File: config.mk
export PLATFORM = sky130hd
export DESIGN_NAME = bf2_sdf_stage
export DESIGN_NICKNAME = d
export VERILOG_FILES = /design/src/rtl/bf2_sdf_stage.sv
export SDC_FILE = /design/constraint.sdc
export NUM_CORES = 1
export LEC_CHECK = 0
export CAP_MARGIN = 5
export CORE_MARGIN = 8
export CORE_UTILIZATION = 50
export DETAILED_ROUTE_END_ITERATION = 8
export DONT_BUFFER_PORTS = 1
export GPL_TIMING_DRIVEN = 0
export MAX_ROUTING_LAYER = met4
export PLACE_DENSITY_LB_ADDON = 0.1
export SYNTH_ARGS = -nofsm -noshare
export SYNTH_HDL_FRONTEND = slang
export SYNTH_SLANG_ARGS = --single-unit
File: constraint.sdc
create_clock -name clk -period 2.3 [get_ports clk]
set_input_delay 0.46 -clock clk [delete_from_list [all_inputs] [get_ports clk]]
set_output_delay 0.46 -clock clk [all_outputs]
set_load 0.005 [all_outputs]
File: src/rtl/bf2_sdf_stage.sv
// Radix-2 single-path delay-feedback butterfly stage (one complex sample/clk).
// Ports: clk, rst (async high); in_valid/in_sync/in_re/in_im; out_valid/out_sync/out_re/out_im.
// Option macro BF2_SDF_SAT_EN: saturate instead of bit-drop when SCALE=0.
module bf2_sdf_stage #(
  parameter int WIDTH = 17,
  parameter int DEPTH = 32,
  parameter int SCALE = 0
) (
  input  logic             clk,
  input  logic             rst,
  input  logic             in_valid,
  input  logic             in_sync,
  input  logic [WIDTH-1:0] in_re,
  input  logic [WIDTH-1:0] in_im,
  output logic             out_valid,
  output logic             out_sync,
  output logic [WIDTH-1:0] out_re,
  output logic [WIDTH-1:0] out_im
);

  localparam int CW = $clog2(2 * DEPTH);
  localparam logic [CW-1:0] DIDX = CW'(DEPTH);

  // Reduce a (WIDTH+1)-bit sum/difference back to WIDTH bits.
  function automatic logic [WIDTH-1:0] fmt(input logic [WIDTH:0] s);
    logic [WIDTH-1:0] r;
    if (SCALE != 0) begin
      r = s[WIDTH:1];
    end else begin
`ifdef BF2_SDF_SAT_EN
      if (s[WIDTH] != s[WIDTH-1])
        r = s[WIDTH] ? {1'b1, {(WIDTH-1){1'b0}}}
                     : {1'b0, {(WIDTH-1){1'b1}}};
      else
`endif
        r = {s[WIDTH], s[WIDTH-2:0]};
    end
    return r;
  endfunction

  logic [CW-1:0]    r_cnt;
  logic             r_primed;
  logic [WIDTH-1:0] r_dly_re [DEPTH];
  logic [WIDTH-1:0] r_dly_im [DEPTH];

  logic [CW-1:0]    w_idx;
  logic             w_bfly;
  logic             w_resync;
  logic             w_primed_n;
  logic [WIDTH-1:0] w_head_re;
  logic [WIDTH-1:0] w_head_im;
  logic [WIDTH:0]   w_sum_re;
  logic [WIDTH:0]   w_sum_im;
  logic [WIDTH:0]   w_dif_re;
  logic [WIDTH:0]   w_dif_im;
  logic [WIDTH-1:0] w_wr_re;
  logic [WIDTH-1:0] w_wr_im;
  logic [WIDTH-1:0] w_emit_re;
  logic [WIDTH-1:0] w_emit_im;

  // A sync sample is always index 0, whatever the counter says.
  assign w_idx     = in_sync ? '0 : r_cnt;
  assign w_bfly    = w_idx[CW-1];
  assign w_resync  = in_valid & in_sync & (r_cnt != '0);

  always_comb begin
    w_primed_n = r_primed;
    if (in_valid) begin
      if (w_resync)
        w_primed_n = 1'b0;
      else if (w_bfly)
        w_primed_n = 1'b1;
    end
  end

  assign w_head_re = r_dly_re[DEPTH-1];
  assign w_head_im = r_dly_im[DEPTH-1];

  assign w_sum_re = {w_head_re[WIDTH-1], w_head_re}
                  + {in_re[WIDTH-1], in_re};
  assign w_sum_im = {w_head_im[WIDTH-1], w_head_im}
                  + {in_im[WIDTH-1], in_im};
  assign w_dif_re = {w_head_re[WIDTH-1], w_head_re}
                  - {in_re[WIDTH-1], in_re};
  assign w_dif_im = {w_head_im[WIDTH-1], w_head_im}
                  - {in_im[WIDTH-1], in_im};

  assign w_wr_re   = w_bfly ? fmt(w_dif_re) : in_re;
  assign w_wr_im   = w_bfly ? fmt(w_dif_im) : in_im;
  assign w_emit_re = w_bfly ? fmt(w_sum_re) : w_head_re;
  assign w_emit_im = w_bfly ? fmt(w_sum_im) : w_head_im;

  always_ff @(posedge clk or posedge rst) begin
    if (rst) begin
      r_cnt    <= '0;
      r_primed <= 1'b0;
    end else if (in_valid) begin
      r_cnt    <= w_idx + 1'b1;
      r_primed <= w_primed_n;
    end
  end

  // Output data only moves when a valid sample is emitted, so it never
  // exposes unprimed delay contents.
  always_ff @(posedge clk or posedge rst) begin
    if (rst) begin
      out_valid <= 1'b0;
      out_sync  <= 1'b0;
      out_re    <= '0;
      out_im    <= '0;
    end else begin
      out_valid <= in_valid & w_primed_n;
      out_sync  <= in_valid & w_primed_n & (w_idx == DIDX);
      if (in_valid && w_primed_n) begin
        out_re <= w_emit_re;
        out_im <= w_emit_im;
      end
    end
  end

  // Delay line: head is read and entry 0 written in the same cycle.
  always_ff @(posedge clk) begin
    if (in_valid) begin
      r_dly_re[0] <= w_wr_re;
      r_dly_im[0] <= w_wr_im;
      for (int i = 1; i < DEPTH; i++) begin
        r_dly_re[i] <= r_dly_re[i-1];
        r_dly_im[i] <= r_dly_im[i-1];
      end
    end
  end

endmodule

==> reports/metrics.yaml <==
outcome:
  run_status: "finished with violations"
  violations: "negative setup slack"
yosys:
  syn_area_per_cell_um2: 20.8
  synth.yosys.seq_area_share: 0.882
  synth_top_area_frac: 0.854
  synth-edff-count: 1088
  ys_ff_latch: 1131
  synthAdderAreaFrac: 0.0250
  ys_warn_count: 0
  synth_nets: 1952
  synthMuxAreaShare: 0.00134
  synth.area.top_cells: "edfxtp_1 85%, dfrtp_1 2.8%, ha_1 2.3%, a21oi_1 0.92%, o21ai_0 0.76%"
  ys.flop_type: "edfxtp_1"
  yosys.area_share.simple: 0.0275
  async_flop_share: 0.0380
  synth_area_um2: 38200
  synthDistinctLibCells: 70
  synthXorXnorAreaFrac: 0.00802
  synth_top_area_cell: "edfxtp_1"
  synth_compound_area_frac: 0.0442
  syn_inst: 1840
  synth_top_family_by_area: "compound AO/OA/AOI/OAI gates"
route:
  drt_iter0_drc: 1420
  routed_wl_um: 65500
  vias_per_cell: 5.30
  first_pass_iters: 5
  avgRoutedWirePerCell_um: 21.1
  num_vias: 16452
  drtAntennaViolNets: 0
  drc: 0
pwr:
  vdd_drop_max_v: 0.000716
  p_per_area_nw_per_um2: 966
  p_leak_uw: 0.0157
clock_network:
  cts_made_buffers: 110
  cts_tree: "yes"
  cts_root_buffer: "clkbuf_16"
  clock_latency_ns: 0.67
  clk_path_buf_depth: 3
  clk_pin_slew_ns: 0.07
  h-tree-depth: 3
  cts_sinks: 1131
timing:
  period_share: 1.15
  fin_skew_ns: 0.0284
  layout_setup_ws_ns: -0.356
  period_minus_slack_ns: 2.66
  hold_viol_final: 0
  slew_viol_final: 0
  relSlewSlack: 0.288
  worstMarginPinSlew_ns: 1.07
  setup_viol: 31
  timing.fmax_mhz: 376
  rsz0062_at_grt: "true"
  fin_tns_setup_ns: -5.43
cells_and_area:
  final_util: 0.592
  fillers: 5411
  nNetsFinal: 2141
  syn_to_final_growth_pct: 17.5
  drive_gt1_frac: 0.190
setup_path:
  crit_buf_inv: 2
  worst_setup_path_start_kind: "register"
  required_ns: 2.84
  worstPathArrival_ns: 3.20
  path_cells: "ha_2 > or4_4 > o21ai_4 > buf_4 > buf_6 > nor4b_4 > o311ai_2 > a31oi_1 > a221o_1"
  crit_type: "reg -> reg"
  end_kind: "register"
  crit_fanout: 4
  critPathSlowestCell: "or4_4"
  path_delay_family: "compound AO/OA/AOI/OAI gates"
  slowest_delay_ns: 0.56
placement:
  routabilityCongestion: 0.798
  pre_cts_slack_ns: -1.13
  hpwl_um: 34900
  io_buffers: 0
global_routing:
  grt_antenna_before_repair: 2
  grt_pass1_wl_um: 98300
  overflow: 0
  grt_usage: 0.154
  grt_max_degree: 1091
  grt_pass1_vias: 16049
floorplanning:
  io_pins: 74
  dieArea_um2: 85600
  design.core.area_um2: 75800
  start_util: 0.504
  fp.dieW_um: 293
  dieHeight_um: 293
  row_count: 101
job:
  drv_cap: 0
hold_path:
  hold_path_class: "in -> reg"
==> worst paths after layout <==
kind | to | slack, ns | start | cells after the start
max reg2reg | out_im[15]$_DFFE_PP0P_ | -0.36 | r_dly_im[1][261]$_DFFE_PP_ | 9
min in group asynchronous | out_valid$_DFF_PP0_ | 0.18 | rst | 2
max in group asynchronous | out_re[8]$_DFFE_PP0P_ | 1.58 | rst | 3
min | r_dly_im[0][9]$_DFFE_PP_ | 0.06 | in_im[9] | 2
min reg2reg | r_dly_im[1][11]$_DFFE_PP_ | 0.40 | r_dly_im[0][266]$_DFFE_PP_ | 0
max | out_im[15]$_DFFE_PP0P_ | -0.36 | r_dly_im[1][261]$_DFFE_PP_ | 9
==> logic make-up (layout without fill, tap and decap cells) <==
| group | Yosys count | count (layout) |
|---|---|---|
| buffers and inverters | 111 | 394 |
| and+or+nand+nor | 222 | 222 |
| other | 0 | 2 |
| DFF | 1131 | 1131 |
| muxes | 5 | 5 |
| xor gates and xnor gates | 35 | 35 |
| adders and majority gates | 74 | 74 |
| AOI/OAI and AO/OA | 262 | 262 |
==> stage by stage <==
| stage | hold slack, ns | std cells | area [um^2] | power, uW |
|---|---|---|---|---|
| after global routing | 0.0199 | 3101 | 44900 | 45000 |
| after CTS | 0.00765 | 3074 | 44100 | 43400 |
| after detailed placement | 0.281 | 2819 | 39600 | 25700 |
| final | 0.0560 | 3103 | 44900 | 43400 |
| after floorplan | 0.400 | 1840 | 38400 | 25300 |
| after global placement | 0.401 | 2818 | 39600 | 25700 |
==> cell type report <==
class	instances	area, um^2	area share
flip-flops and latches	1131	33700	0.751
multi-input cells	598	5090	0.113
clock buffers	143	2980	0.0663
well taps	978	1220	0.0272
repair buffers	80	827	0.0184
clock inverters	63	539	0.0120
inverters	72	274	0.00610
plain buffers	36	231	0.00515
diodes	2	5.00	0.000111
==> registers in the layout, indices dropped and copies added, names as in the netlist <==
signal     cells
r_dly_im     544
out_im        17
out_valid      1
r_primed       1
r_cnt          6
out_sync       1
r_dly_re     544
out_re        17
==> cell usage in the layout (no fill, tap or decap), drive strengths merged, types with 4 or more instances in the layout <==
| cell type | n |
|---|---|
| mux2i | 4 |
| xor2 | 5 |
| buf | 81 |
| nand3 | 17 |
| o21ai | 85 |
| a21o | 12 |
| a221o | 4 |
| dfrtp | 43 |
| nor3b | 4 |
| o31ai | 7 |
| nor2b | 12 |
| a211o | 6 |
| or3 | 9 |
| o21bai | 6 |
| clkbuf | 165 |
| nand2b | 14 |
| fa | 4 |
| nor3 | 14 |
| inv | 75 |
| bufinv | 5 |
| a31oi | 12 |
| ha | 70 |
| a221oi | 4 |
| nor2 | 65 |
| o211ai | 8 |
| nand2 | 68 |
| nor4 | 6 |
| a311oi | 4 |
| a21boi | 4 |
| edfxtp | 1088 |
| a21oi | 70 |
| dlygate4sd3 | 12 |
| clkinv | 52 |
| a22oi | 9 |
| a211oi | 5 |
| xnor2 | 30 |
==> cells in the mapped netlist (3+ instances only) <==
cell / number
a2111o_1: 3
a211o_1: 6
a211oi_1: 5
a21o_1: 12
a21oi_1: 70
a221o_1: 4
a22oi_1: 9
a311oi_1: 4
a31oi_1: 12
and3_1: 3
buf_1: 5
buf_2: 8
clkbuf_1: 24
dfrtp_1: 43
edfxtp_1: 1088
fa_1: 4
ha_1: 70
inv_1: 66
inv_2: 5
mux2i_1: 4
nand2_1: 68
nand2b_1: 14
nand3_1: 17
nand3b_1: 3
nor2_1: 65
nor2b_1: 11
nor3_1: 13
nor3b_1: 4
nor4_1: 6
o2111ai_1: 3
o211ai_1: 8
o21ai_0: 58
o21ai_1: 26
o21bai_1: 6
o31ai_1: 6
or3_1: 9
xnor2_1: 30
xor2_1: 5
==> timing repair <==
action | CTS | global route
endpoints found under the setup margin | 69 | 475
pin swaps | 48 | 47
gates cloned | 0 | 2
buffers inserted | 42 | 27
resized for setup | 149 | 101
hold buffers | 11 | 1
endpoints found under the hold margin | 54 | 6
==> where the power goes <==
| group | total, uW | switching [uW] | internal (uW) |
|---|---|---|---|
| sequential | 24300 | 382 | 23900 |
| clock | 17200 | 7420 | 9740 |
| combinational | 1960 | 1200 | 756 |
==> metal layers <==
layer  vias to the layer above  track usage  share of wire
met5                         -            -              0
met4                         0       0.0502          0.029
met3                       141       0.0438          0.062
met2                       318        0.213           0.43
met1                      8462        0.220           0.47
li1                       7531            -              -
(Power assumes the default switching activity.)
